### src/rtl/vend_pkg.sv
// Shared types and constants for the vending controller: FSM states, coin
// denominations used for change, and the slot-index width helper.
package vend_pkg;

   typedef enum logic [1:0] {
      ST_IDLE   = 2'd0,
      ST_VEND   = 2'd1,
      ST_CHANGE = 2'd2
   } state_e;

   localparam int COIN_DOLLAR  = 100;
   localparam int COIN_QUARTER = 25;
   localparam int COIN_DIME    = 10;
   localparam int COIN_NICKEL  = 5;

   function automatic int idx_width(input int n);
      return (n <= 1) ? 1 : $clog2(n);
   endfunction

endpackage

### src/rtl/change_payout.sv
// Change hopper driver: holds the unpaid remainder and presents the largest
// coin that fits, one coin per valid/ready handshake.
module change_payout
   import vend_pkg::*;
#(
   parameter int MONEY_W = 10
) (
   input  logic               clk,
   input  logic               reset,
   input  logic               load_i,
   input  logic [MONEY_W-1:0] load_value_i,
   input  logic               active_i,
   input  logic               ready_i,
   output logic               valid_o,
   output logic [MONEY_W-1:0] coin_o,
   output logic               done_o
);

   logic [MONEY_W-1:0] remaining_q, remaining_d;
   logic [MONEY_W-1:0] coin_sel;

   // Greedy pick; anything below a nickel selects nothing and is dropped.
   always_comb begin
      coin_sel = '0;
      if (remaining_q >= MONEY_W'(COIN_DOLLAR))       coin_sel = MONEY_W'(COIN_DOLLAR);
      else if (remaining_q >= MONEY_W'(COIN_QUARTER)) coin_sel = MONEY_W'(COIN_QUARTER);
      else if (remaining_q >= MONEY_W'(COIN_DIME))    coin_sel = MONEY_W'(COIN_DIME);
      else if (remaining_q >= MONEY_W'(COIN_NICKEL))  coin_sel = MONEY_W'(COIN_NICKEL);
   end

   assign valid_o = active_i && (coin_sel != '0);
   assign coin_o  = valid_o ? coin_sel : '0;
   assign done_o  = (coin_sel == '0);

   always_comb begin
      remaining_d = remaining_q;
      if (load_i)
         remaining_d = load_value_i;
      else if (valid_o && ready_i)
         remaining_d = remaining_q - coin_sel;
   end

   always_ff @(posedge clk) begin
      if (reset) remaining_q <= '0;
      else       remaining_q <= remaining_d;
   end

endmodule

### src/rtl/vending_controller.sv
// Vending controller top: credit accumulation, per-slot price/stock tables,
// selection/vend FSM and handoff of the remainder to the change payout.
module vending_controller
   import vend_pkg::*;
#(
   parameter int NUM_ITEMS  = 9,
   parameter int MONEY_W    = 10,
   parameter int MAX_CREDIT = 500,
   parameter int STOCK_W    = 4,
   parameter int INIT_STOCK = 5,
   localparam int IDX_W     = idx_width(NUM_ITEMS)
) (
   input  logic                 clk,
   input  logic                 reset,
   input  logic                 coinValid,
   input  logic [MONEY_W-1:0]   coinValue,
   input  logic                 selValid,
   input  logic [IDX_W-1:0]     selIdx,
   input  logic                 cancel,
   input  logic                 priceWr,
   input  logic [IDX_W-1:0]     priceIdx,
   input  logic [MONEY_W-1:0]   priceData,
   input  logic                 restockWr,
   input  logic                 changeReady,
   output logic                 changeValid,
   output logic [MONEY_W-1:0]   changeCoin,
   output logic                 coinReturn,
   output logic                 vendValid,
   output logic [IDX_W-1:0]     vendIdx,
   output logic [MONEY_W-1:0]   credit,
   output logic [NUM_ITEMS-1:0] itemAvail,
   output logic [NUM_ITEMS-1:0] itemAfford,
   output logic [MONEY_W-1:0]   dispValue,
   output logic                 dispNeg,
   output logic                 busy
);

   localparam logic [STOCK_W-1:0] STOCK_FULL = '1;

   state_e             state_q, state_d;
   logic [MONEY_W-1:0] credit_q, credit_d;
   logic [MONEY_W-1:0] disp_q, disp_d;
   logic               disp_neg_q, disp_neg_d;
   logic               coin_ret_q, coin_ret_d;
   logic [IDX_W-1:0]   vidx_q, vidx_d;
   logic [MONEY_W-1:0] vprice_q, vprice_d;

   logic [MONEY_W-1:0] price_q [NUM_ITEMS];
   logic [STOCK_W-1:0] stock_q [NUM_ITEMS];

   logic [MONEY_W-1:0] sel_price;
   logic               sel_avail;
   logic [MONEY_W:0]   coin_sum;
   logic               coin_ok, cancel_go, sel_go;
   logic [MONEY_W-1:0] vend_rem;
   logic               pay_load, pay_done;
   logic [MONEY_W-1:0] pay_load_value;

   for (genvar gi = 0; gi < NUM_ITEMS; gi++) begin : g_slot
      assign itemAvail[gi]  = (stock_q[gi] != '0) && (price_q[gi] != '0);
      assign itemAfford[gi] = itemAvail[gi] && (credit_q >= price_q[gi]);
   end

   // Out-of-range selections read as a disabled slot.
   always_comb begin
      sel_price = '0;
      sel_avail = 1'b0;
      for (int i = 0; i < NUM_ITEMS; i++) begin
         if (selIdx == IDX_W'(i)) begin
            sel_price = price_q[i];
            sel_avail = itemAvail[i];
         end
      end
   end

   assign coin_sum  = {1'b0, credit_q} + {1'b0, coinValue};
   assign coin_ok   = coin_sum <= (MONEY_W+1)'(MAX_CREDIT);
   assign cancel_go = cancel && (credit_q != '0);
   assign sel_go    = !cancel && selValid && (credit_q != '0) && sel_avail
                      && (credit_q >= sel_price);
   assign vend_rem  = credit_q - vprice_q;

   always_ff @(posedge clk) begin
      if (reset) state_q <= ST_IDLE;
      else       state_q <= state_d;
   end

   always_comb begin
      state_d = state_q;
      case (state_q)
         ST_IDLE: begin
            if (cancel_go)   state_d = ST_CHANGE;
            else if (sel_go) state_d = ST_VEND;
         end
         ST_VEND:   state_d = (vend_rem != '0) ? ST_CHANGE : ST_IDLE;
         ST_CHANGE: if (pay_done) state_d = ST_IDLE;
         default:   state_d = ST_IDLE;
      endcase
   end

   always_comb begin
      vendValid   = (state_q == ST_VEND);
      busy        = (state_q != ST_IDLE);
      vendIdx     = vidx_q;
      credit      = credit_q;
      dispValue   = disp_q;
      dispNeg     = disp_neg_q;
      coinReturn  = coin_ret_q;
   end

   always_comb begin
      credit_d   = credit_q;
      disp_d     = disp_q;
      disp_neg_d = disp_neg_q;
      vidx_d     = vidx_q;
      vprice_d   = vprice_q;
      coin_ret_d = coinValid && ((state_q != ST_IDLE) || cancel || selValid);
      case (state_q)
         ST_IDLE: begin
            if (cancel) begin
               if (cancel_go) credit_d = '0;
            end else if (selValid) begin
               if (credit_q == '0) begin
                  disp_d     = sel_price;
                  disp_neg_d = 1'b0;
               end else if (!sel_avail) begin
                  disp_d     = '0;
                  disp_neg_d = 1'b0;
               end else if (credit_q < sel_price) begin
                  disp_d     = sel_price - credit_q;
                  disp_neg_d = 1'b1;
               end else begin
                  vidx_d   = selIdx;
                  vprice_d = sel_price;
               end
            end else if (coinValid) begin
               if (coin_ok) begin
                  credit_d   = coin_sum[MONEY_W-1:0];
                  disp_d     = coin_sum[MONEY_W-1:0];
                  disp_neg_d = 1'b0;
               end else begin
                  coin_ret_d = 1'b1;
               end
            end
         end
         ST_VEND: begin
            credit_d   = '0;
            disp_d     = vend_rem;
            disp_neg_d = 1'b0;
         end
         default: ;
      endcase
   end

   assign pay_load       = ((state_q == ST_IDLE) && cancel_go)
                           || ((state_q == ST_VEND) && (vend_rem != '0));
   assign pay_load_value = (state_q == ST_VEND) ? vend_rem : credit_q;

   always_ff @(posedge clk) begin
      if (reset) begin
         credit_q   <= '0;
         disp_q     <= '0;
         disp_neg_q <= 1'b0;
         coin_ret_q <= 1'b0;
         vidx_q     <= '0;
         vprice_q   <= '0;
      end else begin
         credit_q   <= credit_d;
         disp_q     <= disp_d;
         disp_neg_q <= disp_neg_d;
         coin_ret_q <= coin_ret_d;
         vidx_q     <= vidx_d;
         vprice_q   <= vprice_d;
      end
   end

   // Restock wins over a same-cycle vend decrement on the same slot.
   always_ff @(posedge clk) begin
      for (int i = 0; i < NUM_ITEMS; i++) begin
         if (reset) begin
            price_q[i] <= '0;
            stock_q[i] <= STOCK_W'(INIT_STOCK);
         end else begin
            if (priceWr && (priceIdx == IDX_W'(i)))
               price_q[i] <= priceData;
            if (restockWr && (priceIdx == IDX_W'(i)))
               stock_q[i] <= STOCK_FULL;
            else if ((state_q == ST_VEND) && (vidx_q == IDX_W'(i)) && (stock_q[i] != '0))
               stock_q[i] <= stock_q[i] - STOCK_W'(1);
         end
      end
   end

   change_payout #(
      .MONEY_W(MONEY_W)
   ) u_payout (
      .clk         (clk),
      .reset       (reset),
      .load_i      (pay_load),
      .load_value_i(pay_load_value),
      .active_i    (state_q == ST_CHANGE),
      .ready_i     (changeReady),
      .valid_o     (changeValid),
      .coin_o      (changeCoin),
      .done_o      (pay_done)
   );

endmodule

### config.mk
export PLATFORM = sky130hd
export DESIGN_NAME = vending_controller
export DESIGN_NICKNAME = d
export VERILOG_FILES = /design/src/rtl/vend_pkg.sv /design/src/rtl/change_payout.sv /design/src/rtl/vending_controller.sv
export SDC_FILE = /design/constraint.sdc
export NUM_CORES = 1
export LEC_CHECK = 0
export CORE_ASPECT_RATIO = 1.4
export CORE_MARGIN = 2
export CORE_UTILIZATION = 59
export CTS_CLUSTER_DIAMETER = 40
export DETAILED_ROUTE_END_ITERATION = 6
export DONT_BUFFER_PORTS = 1
export GPL_TIMING_DRIVEN = 1
export MAX_ROUTING_LAYER = met4
export PLACE_DENSITY = 0.81
export SETUP_SLACK_MARGIN = 0.1
export SYNTH_ARGS = -nofsm -noshare
export SYNTH_HDL_FRONTEND = slang
export SYNTH_SLANG_ARGS = --single-unit
### constraint.sdc
create_clock -name clk -period 4.06 [get_ports clk]
set_clock_uncertainty 0.1 [all_clocks]
set_input_delay 0.406 -clock clk [delete_from_list [all_inputs] [get_ports clk]]
set_output_delay 0.406 -clock clk [all_outputs]
set_load 0.01 [all_outputs]
# ---- Word-level counts from Yosys, hierarchy flattened
# Memories as Yosys holds them, arrays and structs flattened.
# Cells that the tools add are included.
dict set report word_totals {
  wordCells 382
  output_inout_bits 57
  mem_count 2
  ram_bits 126
  input_bits 36
  regBits 48
}
dict set report op_classes {
  add_sub_neg 13
  eq_ne 36
  bitwise_logic 30
  magnitude_cmp 16
  n_mux 175
  n_reduce_logical 102
}
# memory words word_bits read_ports rd_clocked_by_memory_dff write_ports line_no
set memory_table {}
lappend memory_table {price_q 9 10 9 0 9 vending_controller.sv:48} ;# logic [MONEY_W-1:0] price_q [NUM_ITEMS];
lappend memory_table {stock_q 9 4 9 0 9 vending_controller.sv:49} ;# logic [STOCK_W-1:0] stock_q [NUM_ITEMS];
# op count
set ops {}
lappend ops {{10-bit two-way mux} 35}
lappend ops {{10-bit nonzero test} 12}
lappend ops {{1-bit two-way mux} 113}
lappend ops {{10-bit greater-or-equal comparator} 10}
lappend ops {{4-bit two-way mux} 18}
lappend ops {{1-bit logical AND} 64}
lappend ops {{4-bit by 3-bit == test with 1-bit output, second input constant} 12}
lappend ops {{10-bit case mux with 2 select lines} 2}
lappend ops {{4-bit nonzero test} 9}
lappend ops {{4-bit by 1-bit subtractor with 4-bit output, second input constant} 9}
lappend ops {{10-bit subtractor} 3}
lappend ops {{1-bit OR} 27}
lappend ops {{4-bit by 2-bit == test with 1-bit output, second input constant} 6}
lappend ops {{3-bit != test, second input constant} 7}
lappend ops {{10-bit zero test} 2}
lappend ops {{4-bit by 1-bit == test with 1-bit output, second input constant} 3}
lappend ops {{4-bit == test, second input constant} 3}
lappend ops {{4-bit zero test} 3}
lappend ops {{10-bit by 10-bit adder with 11-bit output} 1}
lappend ops {{11-bit by 9-bit <= comparator with 1-bit output, second input constant} 1}
lappend ops {{10-bit by 3-bit greater-or-equal comparator with 1-bit output, second input constant} 1}
lappend ops {{10-bit by 4-bit greater-or-equal comparator with 1-bit output, second input constant} 1}
lappend ops {{10-bit by 5-bit greater-or-equal comparator with 1-bit output, second input constant} 1}
lappend ops {{10-bit by 7-bit greater-or-equal comparator with 1-bit output, second input constant} 1}
lappend ops {{17 further kinds} 28}

# ---- Logic depth before layout (Yosys ltp)
dict set report logic_depth {
  word_depth 17
  ltp_mapped 20
  depth_no_buf 16
}

# ---- Cells and area by module
# From an unflattened synthesis, not the netlist that was laid out.
dict set report hier_totals {
  hier_cells 1399
  area_unflattened_um2 12861.1
}
# mod cells_per_inst instances seq_area_each_um2 area_each_um2
set modules_own_cells {}
lappend modules_own_cells {vending_controller 1274 1 4544.4 11885.1}
lappend modules_own_cells {change_payout 125 1 200.2 975.9}

# ---- Least setup slack after synthesis
# No wires, ideal clock.
dict set report synth_path {
  path_kind {input to register}
  from {input selIdx[1]}
  to {register vidx_q[1], in the netlist vendIdx[1]}
  setup_slack_ns -0.020
  required_time_ns 3.832
  arrival_ns 3.853
  path_buffers 4
  setup_time_ns 0.128
  cell_stages 19
  path_cell_list {clkbuf_2 > buf_1 > mux2i_1 > o21ai_0 > a22oi_1 > a21oi_1 > a221oi_1 > ha_1 > fa_1 > nor2b_1 > o21ai_0 > a21oi_1 > o41ai_1 > o21a_1 > and4bb_1 > buf_4 > buf_4 > mux2i_1 > nor2_1}
}
dict set report synth_via {
  elab_chain_cells 13
  word_cells_on_any_way 30
  classes_between {order compare: 1; eq/ne: 8; mux: 18; bitwise: 1; reduce/logical: 2}
}
# item line_no
set synth_lines {}
lappend synth_lines {{start, declared} vending_controller.sv:18} ;# input logic [IDX_W-1:0] selIdx,
lappend synth_lines {{4-bit zero test} vending_controller.sv:69} ;# if (selIdx == IDX_W'(i)) begin
lappend synth_lines {{10-bit two-way mux (9 in a row)} vending_controller.sv:69}
lappend synth_lines {{10-bit less-than comparator} vending_controller.sv:129} ;# end else if (credit_q < sel_price) begin
lappend synth_lines {{1-bit inverter (no line)} --}
lappend synth_lines {{6-bit AND reduction (no line)} --}
lappend synth_lines {{end signal, assigned} vending_controller.sv:172} ;# vidx_q <= vidx_d;
lappend synth_lines {{end, declared} vending_controller.sv:45} ;# logic [IDX_W-1:0] vidx_q, vidx_d;
# Several ways; a longest one is shown, not always the timed one.
# A chain may end at the register's enable or synchronous reset.

==> summary.txt <==
Timing
  – Worst Setup Slack, final: 0.2581 ns
  – Final Hold Vio Count: 0
  – Hold WS: roughly 0.019 ns
  – Peak Freq: 0.2630 GHz
  – Setup TNS: 0 ns
  – Final setup vio count: 0
  – Unrepaired setup endpoints after global routing: no
  – Relative slew slack: 18.31%
  – Min cycle time layout: 3.802 ns
  – Period utilization: 93.64%
  – Pins Over Slew Limit: 0
  – Actual slew at the worst max-slew pin: 1.213 ns

Worst setup path
  – Reg2Reg Depth: 12
  – Worst Path Required: 4.30 ns
  – Critical path buffer and inverter count: 1
  – Slowest cell on crit path: mux4_2
  – Max incr delay on CP: 0.51 ns
  – CP arrival: 4.04 ns
  – CP top delay family: compound AO/OA/AOI/OAI gates
  – Worst Path Class, Setup: flip-flop to flip-flop
  – Critical Path Start: price_q[6][5]
  – Reg2reg setup slack: 0.26 ns
  – Reg2Reg Capture Point: vendIdx[0]
  – Startpoint Class: flip-flop
  – Levels on crit path: 12
  – Critical path endpoint: vendIdx[0]
  – Crit path cell chain: mux4_2, o211a_1, a221o_1, ha_1, o21ai_0, a21oi_1, o41ai_2, o21a_1, and4bb_1, buf_12, mux2i_1, nor2_1
  – Worst-path maximum fanout: 16
  – Critical R2R Launch: price_q[6][5]
  – CP Capture Type: flip-flop

Finish
  – Fillcell total: 1789
  – Reg area: 4745 um^2
  – Finished Core Util: around 65%
  – Share of layout cells above drive strength 1: under 10%
  – Layout Area Growth over Synthesis: 8.147%
  – Final antenna diode count: 0
  – Footprint of the multi-input gates: 7508 um^2
  – Nets@finish: 1593
  – Fin cells: 1728
  – Final instance area: 14000 um^2

Die
  – CORE AREA: ~22000 um^2
  – Number of placement rows: between 60 and 70
  – Die width: 129.2 um
  – Initial Util: 59.66%
  – Die Y: 179.3 um
  – IO Pins: 93
  – Die Area: 23160 um^2

Clock tree
  – CTS max path bufs: 2
  – Worst-path clk slew: about 0.070 ns
  – Latest clock arrival within the worst-skew pair: about 0.45 ns
  – H-tree levels: 4
  – Clock Root Buffer: clkbuf_16
  – CTS Buf Count: 17
  – Clk sinks: 174
  – CTS tree: yes

Detailed routing
  – DR vias: 11140
  – Drt pass-1 iters: 6
  – Vias per cell: 6.448
  – Antenna Nets Post-Route: 0
  – Drt wl/cell: 23.00 um
  – Routed wire length: a little under 40 mm
  – Initial drt markers: 1181
  – Drc violations: 0

Synth
  – Mapped Area: between 10000 and 15000 um^2
  – Area contributors post-synth: edfxtp_1, ha_1, dfxtp_1
  – Number of distinct library cells after synthesis: 82
  – Synth Area in Compound Gates: 18.00%
  – Register area share after synthesis: 36.65%
  – Primary FF master, synth: edfxtp_1
  – Xor and xnor fraction of the mapped netlist area: 2.841%
  – Synth Area in Simple Gates: 19.87%
  – EDFF count, synth: 126
  – Most frequent cells after synthesis: inv_1, ha_1, edfxtp_1, and2_1, nand2_1
  – Synth area leader: edfxtp_1
  – Most frequent cell after synthesis: inv_1
  – Post-synthesis mux area share: 3.373%
  – #FFs+latches synth: 174
  – Syn_area_per_cell: 9.169 um^2
  – Ys Warns: 0
  – Share of flip-flops with an asynchronous set or reset: 0%
  – Largest family of logic cells by synthesized area: simple AND/OR/NAND/NOR gates
  – Share of the synthesized area in the top cell type: 29.23%
  – Post-Synthesis Cells: 1412
  – Adder-cell share of the synthesized area: 13.67%

Global route
  – Initial antenna violation count: 0
  – Remaining Overflow, GRT: 0
  – Largest net degree at the start of global routing: 38
  – Gr usage total: between 30% and 40%
  – Number of global-route vias before repair: ~11000
  – First-pass GRT wire length: 60.43 mm

Place
  – Routability cong.: 0.9838
  – Dpl ws: 0.09560 ns
  – Placed cell count: approximately 1700
  – Placed Area: 13330 um^2
  – DP HPWL: 29.95 mm
  – Port bufs: 0

Power and ir drop
  – Post-layout power: approximately 7.0 mW
  – Peak supply drop: 0.3662 mV
  – PwrDens: 500.0 nW/um^2
  – Leakage: 6.010 nW

Worst hold path
  – Hold WC Path Type: primary input to flip-flop

Outcome
  – Run status: finished, final reports clean

Job
  – Max Cap Viol: 0
## worst register-to-register path: stages, from the launching register on
cell and delay (ns):
edfxtp_1 0.48, mux4_2 0.51, o211a_1 0.27, a221o_1 0.34, ha_1 0.36, o21ai_0 0.14
a21oi_1 0.10, o41ai_2 0.42, o21a_1 0.23, and4bb_1 0.27, buf_12 0.19, mux2i_1 0.21
nor2_1 0.06
## area by class of cell
cell class | instances | area share (%)
multi-input cells | 1057 | 53.63
flip-flops and latches | 174 | 33.89
inverters | 138 | 3.700
clock buffers | 17 | 3.038
well taps | 297 | 2.654
repair buffers | 30 | 1.805
clock inverters | 15 | 1.287
## timing repair
item                                   CTS  global route
setup endpoints to repair                0            26
hold buffers                             2             0
setup buffers                            0             3
endpoints found under the hold margin   30             0
gates resized for setup                  0             5
## worst min-delay path by stage
stage / from / end / slack [ns] / depth (start not counted)
2_1_floorplan: vprice_q[2] / vprice_q[2] / 0.36 / 2
3_3_place_gp: vprice_q[7] / vprice_q[7] / 0.38 / 2
3_5_place_dp: reset / vprice_q[2] / 0.39 / 1
4_1_cts: selIdx[3] / vendIdx[3] / 0.01 / 2
5_1_grt: selIdx[3] / vendIdx[3] / 0.02 / 2
6_report: selIdx[3] / vendIdx[3] / 0.02 / 2
## where the power goes
part | internal, mW | switching, mW | leakage [nW] | total (mW)
logic | 1.23 | 1.76 | 4.15 | 2.99
registers | 2.05 | 0.235 | 1.56 | 2.29
clock network | 0.975 | 0.749 | 0.292 | 1.72
total | 4.26 | 2.74 | 6.01 | 7.00
## routing by layer
metal | wire [um] | global-route usage [%] | part of all wire, %
met3 | 2727 | 6.893 | 6.9
met4 | 3105 | 24.23 | 7.8
met2 | 19470 | 60.88 | 49
met1 | 14450 | 38.10 | 36
met5 | 0 | - | 0
## cells in the final DEF (no fill, tap or decap), types with 6 or more instances in the layout
master | synthesis | routed
inv_1 | 137 | 137
ha_1 | 135 | 134
edfxtp_1 | 126 | 126
and2_1 | 106 | 106
nand2_1 | 105 | 105
nor2_1 | 91 | 91
a21oi_1 | 80 | 80
o21ai_0 | 72 | 71
dfxtp_1 | 48 | 48
a21o_1 | 43 | 43
mux2i_1 | 38 | 38
xnor2_1 | 37 | 37
nor3_1 | 31 | 31
nand2b_1 | 28 | 28
buf_4 | 7 | 27
nand3_1 | 25 | 25
nor4_1 | 23 | 23
a211oi_1 | 20 | 20
o21a_1 | 20 | 20
clkbuf_16 | 0 | 17
nand4_1 | 14 | 14
a22oi_1 | 13 | 13
nor2b_1 | 11 | 11
and3_1 | 11 | 11
a221o_1 | 10 | 10
nor3b_1 | 9 | 9
a41oi_1 | 8 | 8
or3_1 | 8 | 8
a31oi_1 | 7 | 7
a211o_1 | 7 | 7
o31ai_1 | 6 | 6
## flip-flops by register name (all words and copies together) (netlist names)
signal	flops
vendIdx	4
dispNeg	1
credit	10
u_payout.remaining_q	10
stock_q	36
dispValue	10
vprice_q	10
coinReturn	1
state_q	2
price_q	90
## kinds of logic (layout without fill, tap and decap cells)
group / count (synthesis) / after routing
xor gates and xnor gates: 42 / 42
buffers and inverters: 183 / 200
and+or+nand+nor: 487 / 487
muxes: 41 / 41
adders and majority gates: 139 / 139
AOI/OAI and AO/OA: 345 / 345
DFF: 174 / 174
other: 1 / 3
Power figures use the tool's default switching activity.
